File: src/rtl/ram_n.sv
// ram_n: parametrised register-file RAM with a hardware zero-fill sequencer.
//
// Writes are clocked on clk. Reads are combinational from address. After reset,
// and whenever clear is requested while idle, every word is written to zero, one
// word per cycle. While that fill runs, busy is high, out reads as zero, and
// load/clear are ignored.
//
// Ports:
//   clk      in   1           system clock, rising-edge active
//   reset    in   1           synchronous, active-high; restarts the zero-fill
//   clear    in   1           request a zero-fill of the whole array (idle only)
//   address  in   ADDR_WIDTH  read and write word select
//   in       in   WIDTH       write data
//   load     in   1           write enable (idle only; clear takes priority)
//   out      out  WIDTH       read data, combinational; zero while busy
//   busy     out  1           zero-fill in progress (decoded from state register)
module ram_n #(
    parameter int WIDTH      = 16,
    parameter int ADDR_WIDTH = 3
) (
    input  logic                  clk,
    input  logic                  reset,
    input  logic                  clear,
    input  logic [ADDR_WIDTH-1:0] address,
    input  logic [WIDTH-1:0]      in,
    input  logic                  load,
    output logic [WIDTH-1:0]      out,
    output logic                  busy
);

    localparam int DEPTH = 2 ** ADDR_WIDTH;

    typedef enum logic {
        IDLE = 1'b0,
        FILL = 1'b1
    } state_t;

    state_t                  state_q, state_d;
    logic [ADDR_WIDTH-1:0]   fptr_q, fptr_d;

    logic                    we;
    logic [ADDR_WIDTH-1:0]   waddr;
    logic [WIDTH-1:0]        wdata;

    logic [WIDTH-1:0]        mem_q [DEPTH];

    // Next-state and write-port selection. The fill owns the write port while
    // active, which is what makes load and clear ineffective during FILL.
    always_comb begin
        state_d = state_q;
        fptr_d  = fptr_q;
        we      = 1'b0;
        waddr   = address;
        wdata   = in;
        unique case (state_q)
            FILL: begin
                we    = 1'b1;
                waddr = fptr_q;
                wdata = '0;
                // All-ones pointer is the last word because DEPTH is a power of two.
                if (&fptr_q) begin
                    state_d = IDLE;
                    fptr_d  = '0;
                end else begin
                    fptr_d = fptr_q + 1'b1;
                end
            end
            default: begin
                if (clear) begin
                    // A simultaneous load is dropped.
                    state_d = FILL;
                    fptr_d  = '0;
                end else if (load) begin
                    we = 1'b1;
                end
            end
        endcase
    end

    always_ff @(posedge clk) begin
        if (reset) begin
            state_q <= FILL;
            fptr_q  <= '0;
        end else begin
            state_q <= state_d;
            fptr_q  <= fptr_d;
        end
    end

    // The array is not reset directly; the zero-fill defines its contents.
    always_ff @(posedge clk) begin
        if (!reset && we) begin
            mem_q[waddr] <= wdata;
        end
    end

    assign busy = (state_q == FILL);
    assign out  = busy ? '0 : mem_q[address];

endmodule
File: config.mk
export PLATFORM = sky130hd
export DESIGN_NAME = ram_n
export DESIGN_NICKNAME = d
export VERILOG_FILES = /design/src/rtl/ram_n.sv
export SDC_FILE = /design/constraint.sdc
export NUM_CORES = 1
export LEC_CHECK = 0
export CAP_MARGIN = 20
export CORE_MARGIN = 2
export CORE_UTILIZATION = 55
export DETAILED_ROUTE_END_ITERATION = 16
export GPL_ROUTABILITY_DRIVEN = 0
export PLACE_DENSITY = 0.84
export SLEW_MARGIN = 20
export SYNTH_ARGS = -nofsm -noshare
export SYNTH_HDL_FRONTEND = slang
export SYNTH_SLANG_ARGS = --single-unit
File: constraint.sdc
create_clock -name clk -period 4.49 [get_ports clk]
set_clock_uncertainty 0.1 [all_clocks]
set_input_delay 1.347 -clock clk [delete_from_list [all_inputs] [get_ports clk]]
set_output_delay 1.347 -clock clk [all_outputs]
set_load 0.03 [all_outputs]
# Word level (Yosys, flattened, before mapping)
# Memories as Yosys holds them, arrays and structs flattened.
# Cells that the tools add are included.
# classes
addsub	1
muxes	14
reduce_logical	4
# ops
cell	n
2-to-1 mux 16 bit	2
2-to-1 mux 3 bit	4
2-to-1 mux 1 bit	8
adder 3 x 1 -> 3 bit, second input constant	1
AND reduction 3 bit	1
nonzero test 2 bit	1
logical AND 1 bit	1
logical NOT 1 bit	1
# word_totals
ff_bits	4
ramBits	128
in_bits	23
out_inout_bits	17
word_cells	22
mem_count	1
# mem_list
memory	depth	width	read_ports	rd_clocked_by_memory_dff	write_ports	line_no	rtl
mem_q	8	16	1	0	1	45	logic [WIDTH-1:0] mem_q [DEPTH];

# Logic depth before layout (Yosys ltp)
# Gate-level depths: netlist (run 1).
# depth
ltp_word	6
depth_mapped	6
depth_no_buf	5

# Least setup slack after synthesis (run 1)
# Ideal clock, no wire load.
# synth_path
kind	input port to output port
startpoint	in address[1]
endpoint	out out[10]
arrival_ps	2729
required_ps	3043
slack_ps	314
stages	6
n_path_buf	3
cell_sequence	buf_6 buf_8 nand2_1 buf_2 o22ai_1 nor3_1
# synth_between
elab_chain_cells	2
# synth_rtl
element	line_no	rtl
start: declaration	24	input logic [ADDR_WIDTH-1:0] address,
memory read (8 x 16 bit)	--	
2-to-1 mux 16 bit	98	assign out = busy ? '0 : mem_q[address];
end: declaration	27	output logic [WIDTH-1:0] out,
# No other way between the ends.

# Worst setup path in the final report (run 1)
# layout_path
startpoint	in address[0]
endpoint	out out[10]
# Same word-level chain as after synthesis.

==> impl_metrics.py, run 1 <==
metrics = {
    "outcome": {
        "outcome": "completed",
    },
    "logic_synthesis": {
        "ys_ff_latch": 132,
        "async_flop_share_pct": 0,
        "ys.flop_type": "edfxtp_1",
        "synthCells": 302,
        "synth_edf_count": 128,
        "yosysUniqueCellTypes": 28,
        "yosys_warnings": 0,
        "synth_area_um2": 5300,
        "ys_seq_area_share_pct": 74.1,
        "avgSynthCellArea_um2": 17.5,
        "synth_nets": 327,
    },
    "critical_path": {
        "cp.required_ns": 3.04,
        "path_cells": "clkdlybuf4s50_1, nand2b_1, buf_4, a211oi_1, nor3_1, buf_4",
        "path_buf_inv": 3,
        "crit_family": "buffers and inverters",
        "arrival_ns": 2.88,
        "cp_common_cell": "buf_4",
        "endpoint_kind": "output port",
        "critPathLaunchType": "input port",
        "criticalPathCategory": "in -> out",
        "cpMaxStageDelayCell": "clkdlybuf4s50_1",
        "worst_r2r_path_depth": 5,
        "critical_path.max_stage_delay_ns": 0.64,
        "cp.depth": 6,
        "crit_fanout": 9,
    },
    "clock_tree": {
        "post-cts-setup-buffers": 0,
        "clk_latency_ns": 0.51,
        "path_clk_slew_ns": 0.06,
        "h-tree-depth": 4,
        "cts_tree": "done",
        "clock-root-buffer": "clkbuf_8",
        "clockBufferDepth": 2,
        "cts_buffers": 17,
        "cts.sinks": 132,
    },
    "route": {
        "wire_per_inst_um": 21.6,
        "via_count": 2929,
        "via_per_inst": 5.81,
        "first_iter_violations": 279,
        "drt_first_pass_iters": 5,
        "routed_wl_mm": 10.9,
        "drtAntennaViolNets": 0,
        "drcViolationCount": 0,
    },
    "final_layout": {
        "drive_gt1_share_pct": 26.9,
        "area_growth_pct": 22.2,
        "final_nets": 388,
        "insertedDiodeCount": 0,
        "finish.utilization_pct": 69.7,
        "mostFrequentLayoutCell": "edfxtp_1",
        "fillers": 584,
        "layout.cells.most_common_list": "edfxtp_1 (128), buf_4 (35), nor2b_1 (34), clkdlybuf4s50_1 (21)",
        "final_cells": 504,
    },
    "power": {
        "p_leak_uw": 0.00217,
        "power_frac_seq_pct": 48.2,
        "clock_power_share_pct": 46.6,
        "p_comb_share_pct": 5.2,
        "p_int_uw": 2280,
        "netSwitchingFraction_pct": 20.3,
        "ir_drop_mv": 0.281,
        "power_density_nw_per_um2": 442,
        "p_switching_uw": 580,
    },
    "grt": {
        "grt-ovfl-total": 0,
        "antenna_found_initial": 0,
        "grt_pass1_wl_mm": 16.8,
        "grt_max_degree": 68,
        "track_usage_pct": 23.1,
        "grt_pass1_vias": 3042,
    },
    "job": {
        "maxCapViolCount": 0,
    },
    "sta": {
        "max_freq_ghz": 0.231,
        "final-max-slew-violation-count": 0,
        "setup_slack_ns": 0.160,
        "maxSlewHeadroom_pct": 62.0,
        "period_needed_ns": 4.33,
        "rsz0062_at_grt": "no",
        "setup_viol": 0,
        "worst_pin_slew_ns": 0.569,
        "min_period_over_period_pct": 96.4,
        "hold_viol_final": 0,
    },
    "die": {
        "fp.dieH_um": 102,
        "core_um2": 9280,
        "fp.dieW_um": 102,
        "ios": 40,
        "num_rows": 35,
        "dieArea_um2": 10400,
        "start_util_pct": 57.0,
    },
    "place": {
        "dp_worst_setup_slack_ns": -0.0412,
        "dp_hpwl_mm": 6.21,
        "port_buffers": 39,
        "dp.cells": 473,
    },
    "hold_path": {
        "hp-class": "reg -> reg",
        "holdPathStages": 2,
    },
}
cell usage after synthesis, drive strengths merged (2+ instances only):
library cell / n / share of area, %
nand2: 2 / 0.14
a21oi: 3 / 0.28
a32oi: 4 / 0.66
ha: 2 / 0.47
mux2: 16 / 3.4
dfxtp: 4 / 1.5
nor3b: 2 / 0.28
inv: 4 / 0.28
clkbuf: 7 / 0.50
buf: 12 / 1.4
mux4: 16 / 6.8
nor2b: 34 / 4.0
a211oi: 16 / 2.3
edfxtp: 128 / 73
o22ai: 16 / 1.9
nor3: 16 / 1.5
nor2: 13 / 0.92
registers in the layout, summed over array words and instances (netlist names):
name and cells:
mem_q 128, fptr_q 3, busy 1
power groups by stage:
stage | Combinational, µW | Sequential [µW] | Clock, µW
2_1_floorplan | 92.4 | 1400 | 0
3_5_place_dp | 149 | 1410 | 0
6_report | 150 | 1380 | 1330
5_1_grt | 161 | 1380 | 1400
4_1_cts | 152 | 1380 | 1350
3_3_place_gp | 145 | 1400 | 0
metrics by stage:
step                      hold slack, ns  total power (µW)  setup TNS (ns)  cell area, µm²
after floorplan                    0.417              1490               0            5300
final                              0.488              2860               0            6470
after global placement             0.452              1550          -0.108            5890
after detailed placement           0.483              1550          -0.257            5890
after global routing               0.537              2940               0            6470
after CTS                          0.491              2880               0            6470
tightest hold or removal path, stage by stage (launching register included):
cell and delay [ns]:
dfxtp_1 0.39, a22oi_1 0.09, nor2_1 0.08
repair_timing:
action,4_1_cts,5_1_grt
resized for setup,2,0
hold buffers,0,0
endpoints found under the setup margin,15,0
hold endpoints to repair,0,0
path summary, 6_finish.rpt:
path                   start  slack [ns]     endpoint
setup / recovery  address[0]        0.16      out[10]
hold / removal     fptr_q[0]        0.49    fptr_q[0]
setup reg to reg        busy        2.22  mem_q[4][9]
hold reg to reg    fptr_q[0]        0.49    fptr_q[0]
cell type report:
class | instances | area, µm² | area share [%]
sequential | 132 | 3930 | 60.6
clock buffer | 18 | 418 | 6.46
tap | 129 | 161 | 2.49
multi-input combinational | 147 | 1250 | 19.4
inverter | 4 | 15.0 | 0.232
timing repair buffer | 61 | 538 | 8.31
clock inverter | 13 | 161 | 2.49
cell families (layout without fill, tap and decap cells):
| group | count (synthesis) | in the layout | share of synthesized area [%] |
|---|---|---|---|
| buf+inv | 23 | 96 | 2.22 |
| fa+ha+maj | 2 | 2 | 0.472 |
| compound gates | 42 | 42 | 5.53 |
| flops | 132 | 132 | 74.1 |
| mux | 32 | 32 | 10.2 |
| simple gates | 71 | 71 | 7.49 |
routing by layer:
layer	track usage [%]	routed length, µm	vias up
met5	0	0	-
met2	38.7	5650	136
met4	8.51	138	0
met1	29.3	4290	1458
met3	6.02	825	12
li1	-	-	1323
No activity file was read; power rests on OpenSTA's default activity.
==> inputs of run 2 (changes only) <==
--- a/config.mk
+++ b/config.mk
@@ -12,2 +12,3 @@
 export GPL_ROUTABILITY_DRIVEN = 0
+export GPL_TIMING_DRIVEN = 0
 export PLACE_DENSITY = 0.84
--- a/constraint.sdc
+++ b/constraint.sdc
@@ -4,2 +4,2 @@
 set_output_delay 1.347 -clock clk [all_outputs]
-set_load 0.03 [all_outputs]
+set_load 0.01 [all_outputs]
==> run 2 against run 1 <==
Cell count up 1.2%; combinational power up 13%; via count up 5.7%; critical path depth up 1; sequential share of layout area down 2.0 points.
==> impl_metrics.py, run 2 (same netlist as run 1, synthesis figures left out) <==
metrics = {
    "critical_path": {
        "endpoint_kind": "output port",
        "arrival_ns": 2.89,
        "critPathLaunchType": "input port",
        "cp.required_ns": 3.04,
        "criticalPathCategory": "in -> out",
        "crit_fanout": 10,
    },
    "route": {
        "wire_per_inst_um": 24.2,
        "drtAntennaViolNets": 0,
        "drt_first_pass_iters": 5,
        "routed_wl_mm": 12.3,
        "first_iter_violations": 361,
        "drcViolationCount": 0,
        "via_count": 3095,
        "via_per_inst": 6.07,
    },
    "place": {
        "port_buffers": 38,
        "dp_worst_setup_slack_ns": -0.728,
        "post_dp_cell_area_um2": 5970,
        "dp_hpwl_mm": 7.32,
    },
    "final_layout": {
        "multi_input_area_um2": 1320,
        "insertedDiodeCount": 0,
        "top_register": "mem_q",
        "stdcell_area_um2": 6690,
        "mostFrequentLayoutCell": "edfxtp_1",
        "layout.cells.most_common_list": "edfxtp_1 (128), nor2b_1 (34), clkdlybuf4s50_1 (21)",
        "largest_reg_flops": 128,
        "drive_gt1_share_pct": 29.9,
        "area_growth_pct": 26.3,
        "fillers": 559,
        "regArea_um2": 3920,
        "final_nets": 393,
    },
    "sta": {
        "min_period_over_period_pct": 96.6,
        "setup_tns_ns": 0,
        "hold_viol_final": 0,
        "hold_slack_ns": 0.519,
        "rsz0062_at_grt": "no",
        "final-max-slew-violation-count": 0,
        "setup_slack_ns": 0.153,
        "maxSlewHeadroom_pct": 58.4,
        "period_needed_ns": 4.34,
        "worst_pin_slew_ns": 0.624,
        "setup_viol": 0,
        "max_freq_ghz": 0.231,
    },
    "clock_tree": {
        "cts_buffers": 17,
        "cts_tree": "done",
        "cts.sinks": 132,
        "h-tree-depth": 4,
        "path_clk_slew_ns": 0.06,
        "clockBufferDepth": 2,
        "ctsHoldBuffers": 0,
        "clock-root-buffer": "clkbuf_8",
        "clk_latency_ns": 0.53,
    },
    "grt": {
        "grt-ovfl-total": 0,
        "antenna_found_initial": 0,
        "track_usage_pct": 26.1,
        "grt_max_degree": 17,
        "grt_pass1_wl_mm": 18.8,
        "grt_pass1_vias": 3281,
    },
    "power": {
        "p_total_uw": 3100,
        "power_density_nw_per_um2": 464,
        "p_leak_uw": 0.00224,
        "ir_drop_mv": 0.302,
    },
    "die": {
        "ios": 40,
        "num_rows": 35,
        "fp.dieH_um": 102,
        "core_um2": 9280,
        "start_util_pct": 57.0,
        "fp.dieW_um": 102,
        "dieArea_um2": 10400,
    },
    "job": {
        "maxCapViolCount": 0,
    },
    "outcome": {
        "outcome": "completed",
    },
    "hold_path": {
        "hp-class": "reg -> reg",
    },
}
[run 2: cell types whose count changed in the layout (fill, tap and decap cells not counted), moves of 4 or more]
cell / delta
buf_4: -33
buf_2: +14
buf_8: +6
nor2_2: +8
nor2_1: -8
clkbuf_1: +4
o22ai_1: -4
o22ai_2: +4
[run 2: path summary, 6_finish.rpt]
path              startpoint  cells after the start  slack, ns           end
setup / recovery  address[1]                      7       0.15       out[10]
hold / removal     fptr_q[0]                      2       0.52     fptr_q[0]
setup reg to reg        busy                      5       2.04  mem_q[7][10]
hold reg to reg    fptr_q[0]                      2       0.52     fptr_q[0]
[run 2: what timing repair did]
| action | 4_1_cts | 5_1_grt |
|---|---|---|
| gates resized for setup | 67 | 4 |
| buffers inserted | 2 | 0 |
| endpoints found under the setup margin | 16 | 7 |
| hold endpoints to repair | 0 | 0 |
[run 2: area by class of cell]
| class | instances | share of cell area, % |
|---|---|---|
| plain buffers | 18 | 1.95 |
| clock buffers | 18 | 6.25 |
| clock inverters | 14 | 3.74 |
| inverters | 4 | 0.225 |
| multi-input cells | 147 | 19.7 |
| flip-flops and latches | 132 | 58.7 |
| well taps | 129 | 2.41 |
| repair buffers | 48 | 7.09 |
[run 2: power breakdown]
part           switching [µW]  total (µW)  internal, µW  leakage [µW]
sequential               10.6        1380          1370       0.00123
combinational            89.2         170          80.5      0.000691
clock                     532        1560          1020      0.000318
[run 2: critical path, cell delays in order]
cell and delay (ns):
dlygate4sd2_1 0.25, buf_12 0.15, buf_12 0.16, mux4_2 0.51
o22ai_1 0.20, nor3_1 0.08, buf_2 0.18
[run 2: per-stage QoR]
stage	instances	utilization, %
5_1_grt	510	72.0
3_5_place_dp	477	64.3
2_1_floorplan	302	-
3_3_place_gp	469	62.9
4_1_cts	510	71.9
6_report	510	72.0
[run 2: metal layers]
| layer | wire length [µm] | vias up | track usage (%) | part of all wire (%) |
|---|---|---|---|---|
| li1 | - | 1343 | - | - |
| met1 | 4680 | 1547 | 33.2 | 38 |
| met2 | 6420 | 175 | 42.5 | 52 |
| met3 | 926 | 30 | 6.43 | 7.5 |
| met4 | 312 | 0 | 12.5 | 2.5 |
| met5 | 0 | - | 0 | 0 |
==> inputs of run 3 (changes only) <==
CORE_UTILIZATION = 50   (was 55)
GPL_ROUTABILITY_DRIVEN = 1   (was 0)
PLACE_DENSITY = 0.78   (was 0.84)
==> run 3 against run 2 <==
Final area fell by 1.7%; clock-buffer cell count did not move; setup slack got worse by 0.043 ns; sequential share of layout area rose by 1.0 points; global-route usage fell by 4.0 points; die area rose by 9.6%; critical path depth fell by 1; largest cell class unchanged; largest power group is now registers.
==> impl_metrics.py, run 3 (same netlist as run 1, synthesis figures left out) <==
metrics = {
    "sta": {
        "hold_viol_final": 0,
        "setup_tns_ns": 0,
        "worst_pin_slew_ns": 0.638,
        "final-max-slew-violation-count": 0,
        "maxSlewHeadroom_pct": 57.4,
        "setup_slack_ns": 0.110,
        "period_needed_ns": 4.38,
        "rsz0062_at_grt": "no",
        "min_period_over_period_pct": 97.6,
        "setup_viol": 0,
        "max_freq_ghz": 0.228,
    },
    "clock_tree": {
        "cts_tree": "done",
        "clk_latency_ns": 0.52,
        "clock-root-buffer": "clkbuf_8",
        "cts.sinks": 132,
        "cts_buffers": 17,
        "h-tree-depth": 4,
        "path_clk_slew_ns": 0.06,
        "clockBufferDepth": 2,
    },
    "route": {
        "via_count": 3042,
        "drt_first_pass_iters": 4,
        "drcViolationCount": 0,
        "via_per_inst": 5.88,
        "drtAntennaViolNets": 0,
        "first_iter_violations": 348,
        "wire_per_inst_um": 22.6,
        "routed_wl_mm": 11.7,
    },
    "power": {
        "clock_power_share_pct": 46.1,
        "p_int_uw": 2240,
        "ir_drop_mv": 0.293,
        "p_comb_share_pct": 5.7,
        "power_density_nw_per_um2": 436,
        "netSwitchingFraction_pct": 21.7,
        "p_switching_uw": 620,
        "power_frac_seq_pct": 48.1,
        "p_leak_uw": 0.00217,
    },
    "final_layout": {
        "drive_gt1_share_pct": 29.9,
        "largest_reg_flops": 128,
        "fillers": 695,
        "top_register": "mem_q",
        "final_nets": 393,
        "area_growth_pct": 24.1,
        "finish.utilization_pct": 63.7,
        "layout.cells.most_common_list": "edfxtp_1 (128), nor2b_1 (34), clkdlybuf4s50_1 (21), buf_2 (17)",
        "multi_input_area_um2": 1300,
        "insertedDiodeCount": 0,
        "mostFrequentLayoutCell": "edfxtp_1",
        "regArea_um2": 3920,
    },
    "grt": {
        "grt-ovfl-total": 0,
        "grt_max_degree": 17,
        "grt_pass1_wl_mm": 17.9,
        "antenna_found_initial": 0,
        "grt_pass1_vias": 3221,
        "track_usage_pct": 22.1,
    },
    "critical_path": {
        "cp.required_ns": 3.04,
        "criticalPathCategory": "in -> out",
        "endpoint_kind": "output port",
        "critPathLaunchType": "input port",
        "arrival_ns": 2.93,
        "crit_fanout": 10,
    },
    "die": {
        "dieArea_um2": 11400,
        "fp.dieW_um": 107,
        "start_util_pct": 51.3,
        "core_um2": 10300,
        "fp.dieH_um": 107,
        "num_rows": 37,
        "ios": 40,
    },
    "job": {
        "maxCapViolCount": 0,
    },
    "outcome": {
        "outcome": "completed",
    },
    "place": {
        "port_buffers": 38,
        "gp_congestion": 0.748,
        "dp_worst_setup_slack_ns": -0.767,
        "dp_hpwl_mm": 6.99,
    },
    "hold_path": {
        "hp-class": "reg -> reg",
    },
}
## run 3: metal layers
metal / wire length (µm) / GRT usage, %
met2: 5960 / 35.3
met1: 4730 / 28.8
met4: 175 / 9.55
met3: 813 / 5.78
met5: 0 / 0
## run 3: final timing paths
| check | from | to | slack, ns | depth (start not counted) |
|---|---|---|---|---|
| hold reg to reg | fptr_q[0] | fptr_q[0] | 0.49 | 2 |
| hold / removal | fptr_q[0] | fptr_q[0] | 0.49 | 2 |
| setup / recovery | address[2] | out[11] | 0.11 | 6 |
| setup reg to reg | busy | mem_q[2][6] | 2.19 | 5 |
## run 3: per-stage QoR
| stage | hold slack [ns] | total power, µW | cell area, µm² | std cells |
|---|---|---|---|---|
| 6_report | 0.491 | 2860 | 6570 | 517 |
| 5_1_grt | 0.534 | 2940 | 6570 | 517 |
| 4_1_cts | 0.494 | 2870 | 6570 | 517 |
| 3_5_place_dp | 0.475 | 1560 | 5980 | 484 |
| 3_3_place_gp | 0.459 | 1540 | 5850 | 476 |
| 2_1_floorplan | 0.417 | 1490 | 5300 | 302 |
## run 3: cell type report
type	count	share of cell area, %
sequential	132	59.7
clock buffer	18	6.36
multi-input combinational	147	19.8
timing repair buffer	48	7.06
inverter	4	0.228
tap	136	2.59
buffer	18	1.98
clock inverter	14	2.34
## run 3: power by group through the flow
stage               logic, µW  registers, µW  clock network (µW)
floorplan                91.7           1400                   0
global route              175           1380                1380
finish                    164           1380                1320
CTS                       164           1380                1330
global placement          139           1400                   0
detailed placement        154           1400                   0
## run 3: timing repair
item                                    in CTS  in global routing
hold buffers                                 0                  0
pin swaps                                    0                  0
endpoints found under the setup margin      16                  5
buffers inserted                             2                  0
gates resized for setup                     74                  3
## run 3: worst max-delay path, stage by stage
cell	delay (ns)
buf_2	0.27
buf_2	0.34
buf_2	0.34
a211oi_1	0.15
nor3_1	0.21
clkdlybuf4s15_1	0.26
